<file path="config.mk">
export PLATFORM = sky130hd
export DESIGN_NAME = twosum_finalize
export DESIGN_NICKNAME = d
export VERILOG_FILES = /design/src/rtl/twosum_finalize.sv
export SDC_FILE = /design/constraint.sdc
export NUM_CORES = 1
export LEC_CHECK = 0
export ABC_AREA = 1
export CAP_MARGIN = 10
export CELL_PAD_IN_SITES_DETAIL_PLACEMENT = 0
export CELL_PAD_IN_SITES_GLOBAL_PLACEMENT = 1
export CORE_ASPECT_RATIO = 2
export CORE_UTILIZATION = 35
export CTS_CLUSTER_SIZE = 12
export DETAILED_ROUTE_END_ITERATION = 10
export PLACE_DENSITY = 0.77
export RECOVER_POWER = 50
export SLEW_MARGIN = 40
export SYNTH_ARGS = -nofsm -noshare
export SYNTH_HDL_FRONTEND = slang
export SYNTH_SLANG_ARGS = --single-unit
export TNS_END_PERCENT = 5
</file>
<file path="constraint.sdc">
create_clock -name clk_i -period 1.6 [get_ports clk_i]
set_input_delay 0.32 -clock clk_i [delete_from_list [all_inputs] [get_ports clk_i]]
set_output_delay 0.32 -clock clk_i [all_outputs]
set_load 0.01 [all_outputs]
</file>
<file path="src/rtl/twosum_finalize.sv">
// Finalizes a frame of compensated-sum (sum, error) pairs. Both streams are accumulated
// with modular addition. The last pair triggers a single add of sum + error, which is then held until downstream accepts it.
module twosum_finalize #(
    parameter  int EXP_WIDTH_I  = 5,
    parameter  int MANT_WIDTH_I = 2,
    parameter  int MAX_PAIRS    = 16,
    localparam int BIT_WIDTH_I  = 1 + EXP_WIDTH_I + MANT_WIDTH_I,
    localparam int CNT_WIDTH    = $clog2(MAX_PAIRS) + 1
) (
    input  logic                   clk_i,
    input  logic                   rst_ni,
    input  logic                   in_valid_i,
    output logic                   in_ready_o,
    input  logic [BIT_WIDTH_I-1:0] in_sum_i,
    input  logic [BIT_WIDTH_I-1:0] in_error_i,
    input  logic                   in_last_i,
    output logic                   out_valid_o,
    input  logic                   out_ready_i,
    output logic [BIT_WIDTH_I-1:0] out_result_o,
    output logic [CNT_WIDTH-1:0]   out_count_o,
    output logic                   out_overflow_o
);

    typedef enum logic [1:0] {ACCUM, FINAL, HOLD} state_t;

    state_t                 state, state_next;
    logic [BIT_WIDTH_I-1:0] sum_acc, err_acc, result_r;
    logic [CNT_WIDTH-1:0]   count;
    logic                   overflow, first;
    logic                   accept, release_out;

    // Carry-out is intentionally dropped: the format wraps modulo 2^BIT_WIDTH_I.
    function automatic logic [BIT_WIDTH_I-1:0] wrap_add(input logic [BIT_WIDTH_I-1:0] a,
                                                        input logic [BIT_WIDTH_I-1:0] b);
        return a + b;
    endfunction

    assign accept      = in_valid_i & (state == ACCUM);
    assign release_out = out_ready_i & (state == HOLD);

    always_ff @(posedge clk_i or negedge rst_ni) begin
        if (!rst_ni) state <= ACCUM;
        else         state <= state_next;
    end

    always_comb begin
        state_next  = state;
        in_ready_o  = 1'b0;
        out_valid_o = 1'b0;
        case (state)
            ACCUM: begin
                in_ready_o = 1'b1;
                if (in_valid_i && in_last_i) state_next = FINAL;
            end
            FINAL: state_next = HOLD;
            HOLD: begin
                out_valid_o = 1'b1;
                if (out_ready_i) state_next = ACCUM;
            end
            default: state_next = ACCUM;
        endcase
    end

    always_ff @(posedge clk_i or negedge rst_ni) begin
        if (!rst_ni) begin
            sum_acc  <= '0;
            err_acc  <= '0;
            result_r <= '0;
            count    <= '0;
            overflow <= 1'b0;
            first    <= 1'b1;
        end else begin
            if (accept) begin
                if (first) begin
                    sum_acc <= in_sum_i;
                    err_acc <= in_error_i;
                    count   <= CNT_WIDTH'(1);
                    first   <= 1'b0;
                end else begin
                    sum_acc <= wrap_add(sum_acc, in_sum_i);
                    err_acc <= wrap_add(err_acc, in_error_i);
                    // Pairs beyond MAX_PAIRS still accumulate; only the count saturates.
                    if (count == CNT_WIDTH'(MAX_PAIRS)) overflow <= 1'b1;
                    else                               count    <= count + CNT_WIDTH'(1);
                end
            end
            if (state == FINAL) result_r <= wrap_add(sum_acc, err_acc);
            if (release_out) begin
                count    <= '0;
                overflow <= 1'b0;
                first    <= 1'b1;
            end
        end
    end

    assign out_result_o   = result_r;
    assign out_count_o    = count;
    assign out_overflow_o = overflow;

endmodule

</file>
**Word level (Yosys, flattened, before mapping)**

Index checks and enable logic that the tools add are counted.

- Memories kept: 0
- RAM bits: 0
- Bits in registers: 33
- Bits in latches: 0
- Output and inout bits: 16
- Bits in read-only memories: 0

- $mul: 0
- Add/sub/neg operators: 4
- Multiplexer cells: 17
- Divide/modulo/power cells: 0
- Bitwise operators: 2
- Reductions and logical operators: 7
- Shift-type cells: 0
- Equal/unequal tests: 7
- Order comparisons: 0

Operators by type and width:

| kind | count |
|---|---|
| $add A8 B8 Y8 | 3 |
| $mux W5 | 4 |
| $mux W8 | 2 |
| $mux W1 | 8 |
| $pmux W2 S3 | 1 |
| $add A5 B1 Y5 const B | 1 |
| $eq A5 B5 Y1 const B | 1 |
| $mux W2 | 2 |
| $ne A2 B1 Y1 const B | 2 |
| $reduce_and A2 Y1 | 2 |
| $reduce_bool A2 Y1 | 2 |
| $ne A3 B3 Y1 const B | 1 |
| $reduce_and A3 Y1 | 1 |
| $and A1 B1 Y1 | 2 |
| $eq A2 B1 Y1 const B | 1 |
| $eq A2 B2 Y1 const B | 1 |
| $logic_not A2 Y1 | 1 |
| $ne A2 B2 Y1 const B | 1 |
| $logic_and A1 B1 Y1 | 1 |

**Logic depth before layout (Yosys ltp)**

Gate-level depths: netlist (run 1).

- Word-level depth: 5
- Mapped depth: 12
- Depth with buffers taken out: 12

**Worst setup path after synthesis (run 1)**

OpenSTA, ideal clock, no wires.

- Path kind: register -> register
- Start point: reg sum_acc[0]
- End point: reg result_r[6], in the netlist out_result_o[6]
- Setup time: 0.118 ns
- Arrival time: 1.469 ns
- Setup slack: 0.014 ns
- Period minus slack after synthesis: 1.586 ns
- Cell stages (with the launch flop): 10
- Buffers on the path: 0
- Cell sequence: dfrtp_1 -> ha_1 -> inv_1 -> fa_1 -> o21ai_0 -> nand2_1 -> nand2_1 -> nand2_1 -> nand3_1 -> nand2_1

- Cells in the longest elaborated chain, start to end: 1

Ends and longest elaborated chain:

| what | line | RTL |
|---|---|---|
| start: declaration | 27 | `logic [BIT_WIDTH_I-1:0] sum_acc, err_acc, result_r;` |
| start signal: assignment | 75 | `sum_acc <= in_sum_i;` |
| start signal: assignment | 80 | `sum_acc <= wrap_add(sum_acc, in_sum_i);` |
| $add A8 B8 Y8 | 35 | `return a + b;` |
| end signal: assignment | 87 | `if (state == FINAL) result_r <= wrap_add(sum_acc, err_acc);` |
| end: declaration | 27 |  |

Every way passes these cells.
A chain may end at the register's enable or synchronous reset.

**Final worst setup path (run 1)**

- Start point: reg err_acc[0]
- End point: reg err_acc[4]

- Cells in the longest elaborated chain, start to end: 2

Ends and longest elaborated chain:

| what | line | RTL |
|---|---|---|
| start: declaration | 27 |  |
| start signal: assignment | 76 | `err_acc <= in_error_i;` |
| start signal: assignment | 81 | `err_acc <= wrap_add(err_acc, in_error_i);` |
| $add A8 B8 Y8 | 35 |  |
| $mux W8 | 74 | `if (first) begin` |

Every way passes these cells.

==> results of run 1 <==
==> registers in the layout (all words and copies together), names as in the netlist <==
| register | cells |
|---|---|
| state | 2 |
| first | 1 |
| out_result_o | 8 |
| sum_acc | 8 |
| out_overflow_o | 1 |
| out_count_o | 5 |
| err_acc | 8 |
==> repair_timing <==
item	4_1_cts	5_1_grt
resized for setup	20	20
hold endpoints to repair	0	0
hold buffers	0	0
endpoints found under the setup margin	18	18
pin swaps	7	15
==> where the power goes <==
| group | internal, mW | switching, mW | leakage, nW |
|---|---|---|---|
| logic | 1.95 | 2.03 | 1.32 |
| registers | 1.20 | 0.353 | 0.404 |
| clock network | 0.733 | 0.387 | 0.0808 |
| total | 3.88 | 2.77 | 1.81 |
==> cell usage after synthesis, drive strengths merged <==
cell    instances  area (um2)
nand2         110         430
inv            44         165
nor2           39         149
dfrtp          32         801
nand3          32         160
ha             23         288
a21oi          16        80.1
o21ai          11        58.8
or2             9        56.3
xor2            6        52.6
buf             5        25.0
nand3b          5        37.5
a31oi           3        18.8
fa              3        60.1
o211ai          3        22.5
xnor2           3        26.3
and2            2        12.5
nor3            2        10.0
a21o            1        7.51
clkbuf          1        3.75
dfstp           1        26.3
o21a            1        7.51
==> per-layer routing <==
metal | global-route usage [%] | part of all wire, % | vias to the layer above
met5 | 0 | 0 | -
met4 | 7.50 | 1.9 | 0
met3 | 2.99 | 2.1 | 6
met2 | 36.5 | 58 | 26
met1 | 19.1 | 38 | 1144
li1 | - | - | 1243
==> worst paths after layout <==
| path | from | endpoint | slack [ns] |
|---|---|---|---|
| worst max-delay path | err_acc[0] | err_acc[4] | -0.15 |
| worst min register to register | out_result_o[7] | out_result_o[7] | 0.47 |
| worst max register to register | err_acc[0] | err_acc[4] | -0.15 |
| max in group asynchronous | rst_ni | sum_acc[5] | 0.29 |
| min in group asynchronous | rst_ni | state[0] | 0.71 |
| worst min-delay path | in_sum_i[2] | sum_acc[2] | 0.42 |
==> through the flow <==
step | hold slack (ns) | instance area (um2) | power [mW] | worst slack (ns) | TNS [ns]
2_1_floorplan | 0.0244 | 2500 | 3.91 | 0.0136 | 0
3_3_place_gp | 0.462 | 3150 | 5.18 | -0.543 | -5.24
3_5_place_dp | 0.464 | 3150 | 5.28 | -0.564 | -5.65
4_1_cts | 0.423 | 3340 | 6.52 | -0.192 | -0.952
5_1_grt | 0.458 | 3420 | 7.35 | -0.281 | -1.67
6_report | 0.416 | 3420 | 6.65 | -0.145 | -0.387
==> worst max-delay path: stages, from the launching register on <==
cell and delay, ns:
dfrtp_1 0.40, buf_6 0.13, ha_4 0.13, inv_2 0.04
fa_2 0.33, inv_2 0.06, nand2_2 0.05, nand2_2 0.06
and2_4 0.14, or2_0 0.11, nand3_1 0.08, nand2_1 0.07
nand2_1 0.04
==> layout make-up <==
cell class	instances	area [um2]
timing repair buffer	62	559
inverter	44	165
multi-input combinational	269	1600
clock inverter	2	35.0
fill	694	3520
clock buffer	6	129
tap	90	113
sequential	33	827
==> logic make-up (layout without fill, tap and decap cells) <==
| kind of cell | count (synthesis) | count (layout) | synth area share (%) |
|---|---|---|---|
| compound gates | 35 | 35 | 7.81 |
| xor+xnor | 9 | 9 | 3.15 |
| fa+ha+maj | 26 | 26 | 13.9 |
| buf+inv | 50 | 114 | 7.76 |
| flops | 33 | 33 | 33.1 |
| simple gates | 199 | 199 | 34.3 |
==> results.md, run 1 <==
* Outcome: complete, but fails checks
* Failing checks: setup timing
* Post-synth design cell area at 0.00250 mm2
* #FFs+latches synth at 33
* Final Cycle Share at 109%
* CTS tree: done
* Clk sinks at 33
* Final Critical Period at 1.75 ns
* Core Util, Final at 49.3%
* Worst rel slew slack at 36.9%
* Most common cell after layout, fill and taps aside: nand2_1
* Worst hold path class: input pin to register
* Routed vias at 2419
* Die area at 0.00750 mm2
* Startpoint Class: register
* Root Driver: clkbuf_16
* Crit path DAT at 1.92 ns
* Crit path setup slack, layout at -0.145 ns
* Setup-failing EPs final at 8
* GRT Total Usage at 19.1%
* Unrepaired setup endpoints after global routing: yes
* Kind of critical path: register to register
* Initial antenna violation count at 0
* Clock skew at 0.00458 ns
* DR pass1 iterations at 4
* I/O Pins at 37
* Longest Clk Path Bufs at 2
* GRT overflow at 0
* DP Wirelength at 4.83 mm
* Post-synthesis sequential area ratio at 33.1%
* VDD IR max at 849 uV
* Area Growth Syn to Fin at 37.0%
* Max Freq at 573 MHz
* Share of layout cells above drive strength 1 at 16.8%
* WHS Path Cells at 3
* FP Rows at 43
* IO buf count at 36
* Die Height at 121 um
* Critical path required time at 1.78 ns
* Crit. End Element: register
* WL/cell at 12.6 um
* Slew @ Worst Pin at 0.947 ns
* Initial Util at 36.0%
* Final WL at 6.39 mm
* Drt initial violations at 69
* H-tree Lvls at 2
* Core region area at 0.00694 mm2
* Pin count of the biggest net entering global routing at 34
* MaxCap Viol Count at 0
* ANT cells at 0
* Placed insts at 498
* PwrDens at 1940 mW/mm2
* Count of nets after finishing at 462
* Fin. max-slew vios at 0
* GPL Wtd Cong at 0.808
* DRC Markers at 0
* # Post-CTS Setup Buffers at 0
* Skew-Pair Late Insertion Delay at 0.29 ns
* Critical path fanouts, max at 3
* ANT nets after route at 0
* Die X at 61.7 um
* Commonest cells after routing, fill and taps aside: nand2_1 (102), inv_1 (38), nor2_1 (38), nand3_1 (32), dfrtp_1 (32)
* R2R depth at 12
* Non-filler cells, final at 506
* Synth unique cells at 32
* Vias in the first global route at 2390
* Cell leakage power at 1.81 nW
* Mapped Nets at 399
* Clk pin slew, worst setup/hold paths at 0.06 ns
* Via density at 4.78
* Syn Area/Cell at 7.10 um2
* Hold Violations, Final at 0
* Clock buffer count from CTS at 5
* First-pass GRT wire length at 10.5 mm
* Yosys warnings at 0
* Post-Synthesis Cells at 352
(Power assumes the default switching activity.)
==> run 2: changes to the inputs <==
--- a/config.mk
+++ b/config.mk
@@ -15,7 +15,6 @@
 export DETAILED_ROUTE_END_ITERATION = 10
 export PLACE_DENSITY = 0.77
 export RECOVER_POWER = 50
-export SLEW_MARGIN = 40
 export SYNTH_ARGS = -nofsm -noshare
 export SYNTH_HDL_FRONTEND = slang
 export SYNTH_SLANG_ARGS = --single-unit
==> results of run 2 <==
Final layout, timing and power as in run 1 (identical DEF).
